$ cat config.mk
export PLATFORM = sky130hd
export DESIGN_NAME = lsu_mem_port
export DESIGN_NICKNAME = d
export VERILOG_FILES = /design/src/rtl/lsu_mem_port.sv
export SDC_FILE = /design/constraint.sdc
export NUM_CORES = 1
export LEC_CHECK = 0
export CAP_MARGIN = 20
export CELL_PAD_IN_SITES_DETAIL_PLACEMENT = 2
export CELL_PAD_IN_SITES_GLOBAL_PLACEMENT = 2
export CORE_MARGIN = 2
export CORE_UTILIZATION = 23
export CTS_CLUSTER_SIZE = 20
export DETAILED_ROUTE_END_ITERATION = 10
export PLACE_DENSITY = 0.79
export SETUP_SLACK_MARGIN = 0.02
export SYNTH_ARGS = -nofsm -noshare
export SYNTH_HDL_FRONTEND = slang
export SYNTH_SLANG_ARGS = --single-unit
$ cat constraint.sdc
create_clock -name clk -period 1.76 [get_ports clk]
set_input_delay 0.352 -clock clk [delete_from_list [all_inputs] [get_ports clk]]
set_output_delay 0.352 -clock clk [all_outputs]
set_load 0.1 [all_outputs]
$ cat src/rtl/lsu_mem_port.sv
// lsu_mem_port: RV32 load/store front end for a 1-cycle-latency RAM; define LSU_MISALIGN_TRAP_EN to trap misaligned H/HU/W accesses
module lsu_mem_port #(
  parameter int AddrBusWidth = 32,
  parameter int DataBusWidth = 32
) (
  input  logic                    clk,
  input  logic                    rst_n,
  input  logic                    req_valid,
  output logic                    req_ready,
  input  logic                    req_we,
  input  logic [AddrBusWidth-1:0] req_addr,
  input  logic [DataBusWidth-1:0] req_wdata,
  input  logic [2:0]              req_funct3,
  output logic                    resp_valid,
  input  logic                    resp_ready,
  output logic [DataBusWidth-1:0] resp_data,
  output logic                    resp_err,
  output logic                    mem_re,
  output logic [AddrBusWidth-1:0] mem_r_addr,
  input  logic [DataBusWidth-1:0] mem_r_data,
  output logic                    mem_we,
  output logic [AddrBusWidth-1:0] mem_w_addr,
  output logic [DataBusWidth-1:0] mem_w_data,
  output logic [DataBusWidth-1:0] mem_w_size
);
  typedef enum logic [2:0] {IDLE, RD_ISSUE, RD_WAIT, WR, RESP} state_t;
  state_t state, state_nx;
  logic [AddrBusWidth-1:0] addr_q, addr_in;
  logic [DataBusWidth-1:0] wdata_q, rdata_q, sh, ld_val;
  logic [2:0] f3_q;
  logic err_q, err_in, legal, is_h, is_w, misal, accept;
  logic [3:0] strb;
  always_comb begin
    legal = req_funct3 inside {3'b000, 3'b001, 3'b010, 3'b100, 3'b101};
    is_h = req_funct3[1:0] == 2'b01;
    is_w = req_funct3 == 3'b010;
    misal = (is_h & req_addr[0]) | (is_w & |req_addr[1:0]);
    accept = req_valid & (state == IDLE);
`ifdef LSU_MISALIGN_TRAP_EN
    err_in = ~legal | misal;
    addr_in = req_addr;
`else
    err_in = ~legal;
    addr_in = {req_addr[AddrBusWidth-1:2], req_addr[1] & ~is_w, req_addr[0] & ~is_h & ~is_w};
`endif
  end
  always_ff @(posedge clk)
    if (!rst_n) state <= IDLE;
    else state <= state_nx;
  always_comb begin
    state_nx = state;
    case (state)
      IDLE:     state_nx = !accept ? IDLE : err_in ? RESP : req_we ? WR : RD_ISSUE;
      RD_ISSUE: state_nx = RD_WAIT;
      RD_WAIT:  state_nx = RESP;
      WR:       state_nx = RESP;
      RESP:     state_nx = resp_ready ? IDLE : RESP;
      default:  state_nx = IDLE;
    endcase
  end
  always_comb begin
    sh = mem_r_data >> {addr_q[1:0], 3'b000};
    ld_val = f3_q == 3'b000 ? {{(DataBusWidth-8){sh[7]}}, sh[7:0]} :
             f3_q == 3'b001 ? {{(DataBusWidth-16){sh[15]}}, sh[15:0]} :
             f3_q == 3'b100 ? {{(DataBusWidth-8){1'b0}}, sh[7:0]} :
             f3_q == 3'b101 ? {{(DataBusWidth-16){1'b0}}, sh[15:0]} : mem_r_data;
  end
  always_ff @(posedge clk)
    if (!rst_n) begin
      addr_q <= '0;
      wdata_q <= '0;
      f3_q <= '0;
      err_q <= 1'b0;
      rdata_q <= '0;
    end else if (accept) begin
      addr_q <= addr_in;
      wdata_q <= req_wdata;
      f3_q <= req_funct3;
      err_q <= err_in;
      rdata_q <= '0;
    end else if (state == RD_WAIT) rdata_q <= ld_val;
  always_comb begin
    req_ready = state == IDLE;
    mem_re = state == RD_ISSUE;
    mem_we = state == WR;
    resp_valid = state == RESP;
    strb = f3_q[1:0] == 2'b00 ? 4'b0001 << addr_q[1:0] :
           f3_q[1:0] == 2'b01 ? 4'b0011 << addr_q[1:0] : 4'b1111;
    mem_r_addr = mem_re ? {addr_q[AddrBusWidth-1:2], 2'b00} : '0;
    mem_w_addr = mem_we ? addr_q >> 2 : '0;
    mem_w_data = mem_we ? wdata_q << {addr_q[1:0], 3'b000} : '0;
    mem_w_size = mem_we ? DataBusWidth'(strb) : '0;
    resp_data = resp_valid ? rdata_q : '0;
    resp_err = resp_valid & err_q;
  end
endmodule

==> results of run 1 <==
-- timing repair --
| action | in CTS | in global routing |
|---|---|---|
| resized for setup | 58 | 52 |
| gates cloned | 4 | 9 |
| hold buffers | 0 | 0 |
| pin swaps | 14 | 35 |
| setup endpoints to repair | 135 | 194 |
| buffers inserted | 11 | 13 |
-- metrics by stage --
stage / setup WS [ns] / setup TNS, ns / hold slack [ns]
2_1_floorplan: -0.2973 / -4.544 / 0.4321
3_3_place_gp: -0.1116 / -5.999 / 0.4417
3_5_place_dp: -0.1584 / -8.811 / 0.4526
4_1_cts: -0.3602 / -39.75 / 0.4621
5_1_grt: -0.4306 / -47.70 / 0.4883
6_report: -0.3711 / -39.56 / 0.4592
-- power by group --
part / internal [uW] / switching (uW)
registers: 2490 / 186
logic: 1010 / 1390
clock network: 1110 / 1020
total: 4610 / 2590
-- logic make-up after synthesis --
| logic type | share of synthesized area |
|---|---|
| AOI/OAI and AO/OA | 0.2680 |
| adders and majority gates | 0.008949 |
| buffers and inverters | 0.1018 |
| DFF | 0.3687 |
| muxes | 0.05213 |
| other | 0.0006705 |
| and+or+nand+nor | 0.1998 |
-- worst register-to-register path, delay by kind of cell, from the launching register on --
family,cells,cell delay (ns)
AO/OA/AOI/OAI,3,0.32
buffers and inverters,3,0.44
flip-flops,1,0.39
AND/OR/NAND/NOR,1,0.52
-- how the worst max path moves through the flow --
stage | end | cells after the start
global route | mem_w_data[16] | 7
global placement | addr_q[0] | 5
CTS | mem_r_addr[10] | 6
detailed placement | rdata_q[12] | 7
finish | mem_w_data[7] | 7
floorplan | mem_w_data[24] | 4
-- Yosys cell counts, types with 2 or more instances --
cell,instances,area (sq um)
sky130_fd_sc_hd__nor2_1,36,135.1
sky130_fd_sc_hd__nand2_1,8,30.03
sky130_fd_sc_hd__a21oi_2,12,105.1
sky130_fd_sc_hd__a31oi_1,2,12.51
sky130_fd_sc_hd__a22o_1,68,595.6
sky130_fd_sc_hd__o21ai_0,32,160.2
sky130_fd_sc_hd__a221o_1,6,60.06
sky130_fd_sc_hd__dfxtp_1,103,2062
sky130_fd_sc_hd__o221ai_1,6,52.55
sky130_fd_sc_hd__a211oi_1,17,127.6
sky130_fd_sc_hd__nor3b_1,8,60.06
sky130_fd_sc_hd__ha_1,4,50.05
sky130_fd_sc_hd__clkbuf_1,26,97.59
sky130_fd_sc_hd__o22a_1,2,17.52
sky130_fd_sc_hd__nor2b_1,12,75.07
sky130_fd_sc_hd__nand2b_1,10,62.56
sky130_fd_sc_hd__mux2i_1,28,280.3
sky130_fd_sc_hd__a21oi_1,50,250.2
sky130_fd_sc_hd__and2_1,103,644.4
sky130_fd_sc_hd__inv_1,5,18.77
sky130_fd_sc_hd__buf_4,35,262.8
sky130_fd_sc_hd__nor3_1,4,20.02
sky130_fd_sc_hd__o22ai_1,2,12.51
sky130_fd_sc_hd__buf_2,14,70.07
sky130_fd_sc_hd__buf_6,10,112.6
-- per-layer routing --
layer	up-vias	track usage	share of wire
li1	2728	-	-
met1	3012	0.2397	0.38
met2	209	0.3937	0.54
met3	30	0.05532	0.062
met4	2	0.06347	0.017
met5	-	0	0.00027
-- final cells by class --
| class | instances | area, sq um | area share |
|---|---|---|---|
| clock buffers | 10 | 229.0 | 0.01956 |
| well taps | 324 | 405.4 | 0.03462 |
| multi-input cells | 462 | 3939 | 0.3364 |
| flip-flops and latches | 103 | 2078 | 0.1775 |
| repair buffers | 333 | 4951 | 0.4228 |
| clock inverters | 5 | 60.06 | 0.005129 |
| inverters | 6 | 46.29 | 0.003954 |
-- registers in the layout, summed over array words and instances, names as in the netlist --
signal,cells
f3_q,3
state,3
wdata_q,32
rdata_q,32
err_q,1
addr_q,32
==> impl_summary.txt, run 1 <==
----------------------------------------------------
[Worst setup path]
  Arrival @ worst endpoint ... 1.78 ns
  Data required, critical path ... 1.41 ns
  CP max stage cell ... sky130_fd_sc_hd__dfxtp_4
  Critical path cell sequence ... clkinvlp_4 > buf_6 > nand2_8 > nor2_4 > buf_6 > and2_4 > buf_12
  Reg2Reg Setup Slack ... ~0.030 ns
  Setup Crit Path Kind ... flip-flop to output port
  Critical register-to-register path startpoint ... addr_q[1]
  Start point of the critical path ... addr_q[1]
  FF-to-FF path depth ... 7
  Buf+Inv Stages, Crit Path ... 4
  Worst-path fanout max ... 5
  Most prevalent standard cell on the critical path ... sky130_fd_sc_hd__buf_6
  Reg2reg end ... rdata_q[16]
  Largest stage delay, worst path ... 0.43 ns
  Critical Path End Type ... output port
  Element type at the critical path start ... flip-flop
  Kind of cell adding the most delay to the critical path ... buffers and inverters

[Clocking]
  Maximum number of buffers from clock root to sink ... 2
  Clock tree root driver cell ... sky130_fd_sc_hd__clkbuf_16
  Clock transition at the registers of the reported paths ... around 0.080 ns
  Num Clock Sinks ... 103
  Source-to-sink clock delay at the later pin of the worst-skew pair ... 0.37 ns
  Num CTS Buffers ... 9
  TritonCTS clock tree ... done
  H-tree depth ... 3

[Global routing]
  Number of global-route vias before repair ... 6,641
  Pin count of the biggest net entering global routing ... 40
  GRT Overall Usage ... 0.2130
  Number of antenna violations at the first check in global routing ... 1
  First-pass GRT wire length ... 41.64 mm
  Overflow after GRT ... 0

[Timing]
  Unrepaired setup endpoints after global routing ... true
  Clock tree skew after final layout ... roughly 0.014 ns
  Relative slew slack ... 0.6352
  Max Fclk ... 469.2 MHz
  Setup-failing EPs final ... between 100 and 150
  Final critical path time including I/O delays and setup ... 2.131 ns
  Final Slew Violations ... 0
  Final hold violation count ... 0
  Final critical-path setup slack ... -0.3711 ns
  Transition time at the pin with the least slew margin ... 0.5464 ns
  Post-route clock period utilization ... 1.211

[Logic synthesis]
  Synth warn ... 0
  Register area share after synthesis ... 0.3687
  Post-Syn Instances ... 626
  Total standard cell area after synthesis ... 0.005593 sq mm
  Number of enable-type register cells in the synthesized netlist ... 0
  Synth cell types ... 48
  Register bit total from synthesis ... between 100 and 150
  Synthesized area per cell ... 8.934 sq um
  Main synth FF type ... sky130_fd_sc_hd__dfxtp_1
  Async SR Flop Fraction ... 0

[Min path]
  Hold-critical path endpoint ... rdata_q[4]
  Min-Delay Path Depth ... 2
  HP Class ... flip-flop to flip-flop
  Hold path start ... rdata_q[4]

[Die]
  Starting density of the core ... 0.2320
  Count of standard-cell rows ... 57
  Area of the die ... 0.02558 sq mm
  DIE HEIGHT ... around 160 um
  Core box area ... 0.02411 sq mm
  Chip Width ... 159.9 um
  Top-level I/O count ... 269

[Pwr]
  Power per cell area ... 615.5 mW/mm^2
  Maximum ir drop on the vdd rail ... 0.4346 mV
  Power consumption ... about 7200 uW
  P_leak ... 0.004485 uW

[Placed design]
  Gp weighted congestion ... 0.7691
  PortBufs ... 236
  Total cell area at the placement stage ... 0.01053 sq mm
  HPWL after DPL ... 19.95 mm
  Total instance count after detailed placement ... 1,193

[Layout]
  Number of antenna diodes ... 0
  Fillers ... 2,410
  Commonest non-fill, non-tap cells in the layout ... sky130_fd_sc_hd__buf_12, sky130_fd_sc_hd__clkdlybuf4s50_1, sky130_fd_sc_hd__and2_4
  Share of layout cells above drive strength 1 ... 0.5016
  Layout Area Growth over Synthesis ... 109.4%
  Post-route design area ... between 0.01 and 0.015 sq mm
  Number of non-filler instances in the completed layout ... 1,243
  Most common cell after layout, fill and taps aside ... sky130_fd_sc_hd__buf_12
  Count of nets after finishing ... 1,023
  Final Core Density ... 0.4857

[Route]
  Initial drt markers ... 238
  Via count ... 5,981
  Vias per cell ... between 4 and 5
  Detail-routed net length per standard cell ... around 24 um
  Number of iterations in the first detailed-routing pass ... 4
  Post-route antenna net violation count ... 0
  Overall routed net length ... between 20 and 30 mm
  Number of remaining DRC errors ... 0

[Status]
  Violations in the final reports ... setup timing
  Outcome ... finished, violations left

[Run]
  Number of maximum-capacitance violations ... 0

----------------------------------------------------
(Power assumes the default switching activity.)
==> run 2, diff against run 1 <==
--- a/config.mk
+++ b/config.mk
@@ -12,7 +12,7 @@
 export CORE_UTILIZATION = 23
 export CTS_CLUSTER_SIZE = 20
 export DETAILED_ROUTE_END_ITERATION = 10
-export PLACE_DENSITY = 0.79
+export PLACE_DENSITY_LB_ADDON = 0.12
 export SETUP_SLACK_MARGIN = 0.02
 export SYNTH_ARGS = -nofsm -noshare
 export SYNTH_HDL_FRONTEND = slang
==> run 2 against run 1 <==
The run still ends with setup timing left. Flip-flop and latch count unchanged. Clock power increased by 16%. Hold slack improved by 0.0079 ns. Die area unchanged. Design area increased by 2.7%. Combinational power increased by 2%. First-iteration DRC count decreased by 30%. Register-to-register slack got worse by 0.08 ns. Highest routed layer is now met4. Clock skew decreased by 0.0017 ns. Via count decreased by 1.5%. Power increased by 5.1%.
==> impl_summary.txt, run 2 (synthesis results as in run 1) <==
----------------------------------------------------
[Status]
  Outcome ... finished, violations left
  Violations in the final reports ... setup timing

[Clocking]
  Source-to-sink clock delay at the later pin of the worst-skew pair ... 0.36 ns (about the same)
  Clock transition at the registers of the reported paths ... 0.08 ns (about the same)
  Num Clock Sinks ... 103 (unchanged)
  Num CTS Buffers ... 9 (unchanged)
  Maximum number of buffers from clock root to sink ... 2 (unchanged)
  TritonCTS clock tree ... done
  Clock tree root driver cell ... sky130_fd_sc_hd__clkbuf_16
  H-tree depth ... 3 (unchanged)
  CTS Hold Bufs ... 0 (unchanged)

[Pwr]
  Share of total power in the clock network ... 0.323 (+0.028)
  Power consumption ... 7577 uW (+5.1%)
  Part of the total power dissipated in sequential elements ... 0.354 (-0.018)
  Proportion of total power due to net switching ... 0.3410 (-0.01896)
  Power per cell area ... 629.8 mW/mm^2 (+2.3%)
  P_sw ... 2584 uW (-0.40%)
  Internal cell power ... 4993 uW (+8.3%)
  P_leak ... 0.004568 uW (+1.8%)
  Maximum ir drop on the vdd rail ... 0.4214 mV (-3.0%)
  Combinational group share of total power ... 0.323 (-0.011)

[Worst setup path]
  Critical register-to-register path startpoint ... addr_q[0]
  Reg2reg end ... rdata_q[24]
  Critical Path End Type ... output port
  Worst-path fanout max ... 16 (+11)
  Data required, critical path ... 1.41 ns (about the same)
  Element type at the critical path start ... flip-flop
  Arrival @ worst endpoint ... 1.77 ns (about the same)
  Reg2Reg Setup Slack ... -0.05 ns (-0.08 ns)
  Setup Crit Path Kind ... flip-flop to output port
  FF-to-FF path depth ... 7 (unchanged)

[Layout]
  Count of nets after finishing ... 1,022 (-0.098%)
  Commonest non-fill, non-tap cells in the layout ... sky130_fd_sc_hd__buf_12, sky130_fd_sc_hd__clkdlybuf4s50_1, sky130_fd_sc_hd__and2_4
  Area used by multi-input combinational logic ... 0.004046 sq mm (+2.7%)
  Top flop regs ... addr_q: 32 flops, rdata_q: 32 flops, wdata_q: 32 flops
  Post-route design area ... 0.01203 sq mm (+2.7%)
  Most common cell after layout, fill and taps aside ... sky130_fd_sc_hd__buf_12
  Fillers ... 2,386 (-1.0%)
  Share of layout cells above drive strength 1 ... 0.5114 (+0.009793)
  Layout Area Growth over Synthesis ... 115.1%
  Area used by sequential logic in the layout ... 0.002082 sq mm (+0.18%)

[Timing]
  Setup_tns ... -36.02 ns (+3.538 ns)
  Final critical-path setup slack ... -0.3581 ns (+0.01302 ns)
  Transition time at the pin with the least slew margin ... 0.5400 ns (-0.006404 ns)
  Final Slew Violations ... 0 (unchanged)
  Max Fclk ... 472.1 MHz (+0.61%)
  Final critical path time including I/O delays and setup ... 2.118 ns (-0.01302 ns)
  Setup-failing EPs final ... 140 (+6.1%)
  Relative slew slack ... 0.6395 (+0.004275)
  Unrepaired setup endpoints after global routing ... true
  Post-route clock period utilization ... 1.203 (-0.007399)
  Final hold violation count ... 0 (unchanged)
  Clock tree skew after final layout ... 0.01238 ns (-0.001732 ns)

[Die]
  Count of standard-cell rows ... 57 (unchanged)
  Core box area ... 0.02411 sq mm (unchanged)
  Area of the die ... 0.02558 sq mm (unchanged)
  Starting density of the core ... 0.2320 (unchanged)
  DIE HEIGHT ... 159.9 um (unchanged)
  Chip Width ... 159.9 um (unchanged)
  Top-level I/O count ... 269 (unchanged)

[Global routing]
  GRT Overall Usage ... 0.1995 (-0.01353)
  Pin count of the biggest net entering global routing ... 36 (-10%)
  Number of global-route vias before repair ... 6,467 (-2.6%)
  First-pass GRT wire length ... 39.74 mm (-4.6%)
  Overflow after GRT ... 0 (unchanged)
  Number of antenna violations at the first check in global routing ... 0 (-1)

[Route]
  Initial drt markers ... 166 (-30%)
  Post-route antenna net violation count ... 0 (unchanged)
  Overall routed net length ... 28.31 mm (-5.5%)
  Detail-routed net length per standard cell ... 22.75 um (-5.5%)
  Number of iterations in the first detailed-routing pass ... 4 (unchanged)
  Number of remaining DRC errors ... 0 (unchanged)
  Via count ... 5,893 (-1.5%)
  Vias per cell ... 4.737 (-1.6%)

[Min path]
  HP Class ... flip-flop to flip-flop
  Hold path start ... rdata_q[0]
  Hold-critical path endpoint ... rdata_q[0]
  Min-Delay Path Depth ... 2 (unchanged)

[Placed design]
  HPWL after DPL ... 18.49 mm (-7.3%)
  Total cell area at the placement stage ... 0.01045 sq mm (-0.81%)
  PortBufs ... 236 (unchanged)
  Gp weighted congestion ... 0.7671 (-0.26%)

[Run]
  Number of maximum-capacitance violations ... 0 (unchanged)

----------------------------------------------------
==> run 2: worst max-delay path: stages, from the launching register on <==
cell	delay [ns]
sky130_fd_sc_hd__dfxtp_4	0.39
sky130_fd_sc_hd__buf_12	0.18
sky130_fd_sc_hd__mux2i_4	0.20
sky130_fd_sc_hd__buf_4	0.15
sky130_fd_sc_hd__a211oi_4	0.26
sky130_fd_sc_hd__buf_12	0.21
==> run 2: what timing repair did <==
action	in CTS	in global routing
buffers inserted	18	19
gates cloned	7	8
resized for setup	82	64
pin swaps	34	39
endpoints found under the setup margin	139	157
==> run 2: per-stage QoR <==
step                hold slack, ns  instances    util  setup slack [ns]
floorplan                   0.4321        657       -           -0.2973
global placement            0.4452       1180  0.4334           -0.1206
detailed placement          0.4551       1180  0.4334           -0.2717
CTS                         0.4739       1220  0.4742           -0.3300
global route                0.4863       1243  0.4990           -0.4183
finish                      0.4671       1244  0.4991           -0.3581
==> run 2: routing by layer <==
metal / part of all wire / routed length, um / global-route usage
met1: 0.38 / 10830 / 0.2295
met2: 0.53 / 15110 / 0.3601
met3: 0.071 / 2000 / 0.07221
met4: 0.013 / 364 / 0.03235
met5: 0 / 0 / 0
==> run 2: final cells by class <==
| cell class | count | area share |
|---|---|---|
| tap | 324 | 0.03370 |
| clock inverter | 6 | 0.009360 |
| sequential | 103 | 0.1731 |
| timing repair buffer | 332 | 0.4232 |
| antenna | 1 | 0.0002080 |
| inverter | 6 | 0.004264 |
| multi-input combinational | 462 | 0.3363 |
| clock buffer | 10 | 0.01986 |
==> run 2: how the worst max path moves through the flow <==
stage / from / to / slack [ns] / cells past startpoint
5_1_grt: addr_q[1] / mem_w_data[20] / -0.42 / 6
2_1_floorplan: addr_q[1] / mem_w_data[24] / -0.30 / 4
3_5_place_dp: req_valid / rdata_q[27] / -0.27 / 7
6_report: addr_q[1] / mem_w_data[30] / -0.36 / 5
4_1_cts: addr_q[1] / mem_w_data[30] / -0.33 / 5
3_3_place_gp: req_valid / rdata_q[15] / -0.12 / 7
==> run 2: power by group through the flow <==
stage,sequential [uW],clock [uW],combinational (uW)
finish,2680,2450,2450
CTS,2670,2490,2260
detailed placement,2700,0,2040
floorplan,2650,0,1380
global route,2710,2600,2570
global placement,2690,0,1990
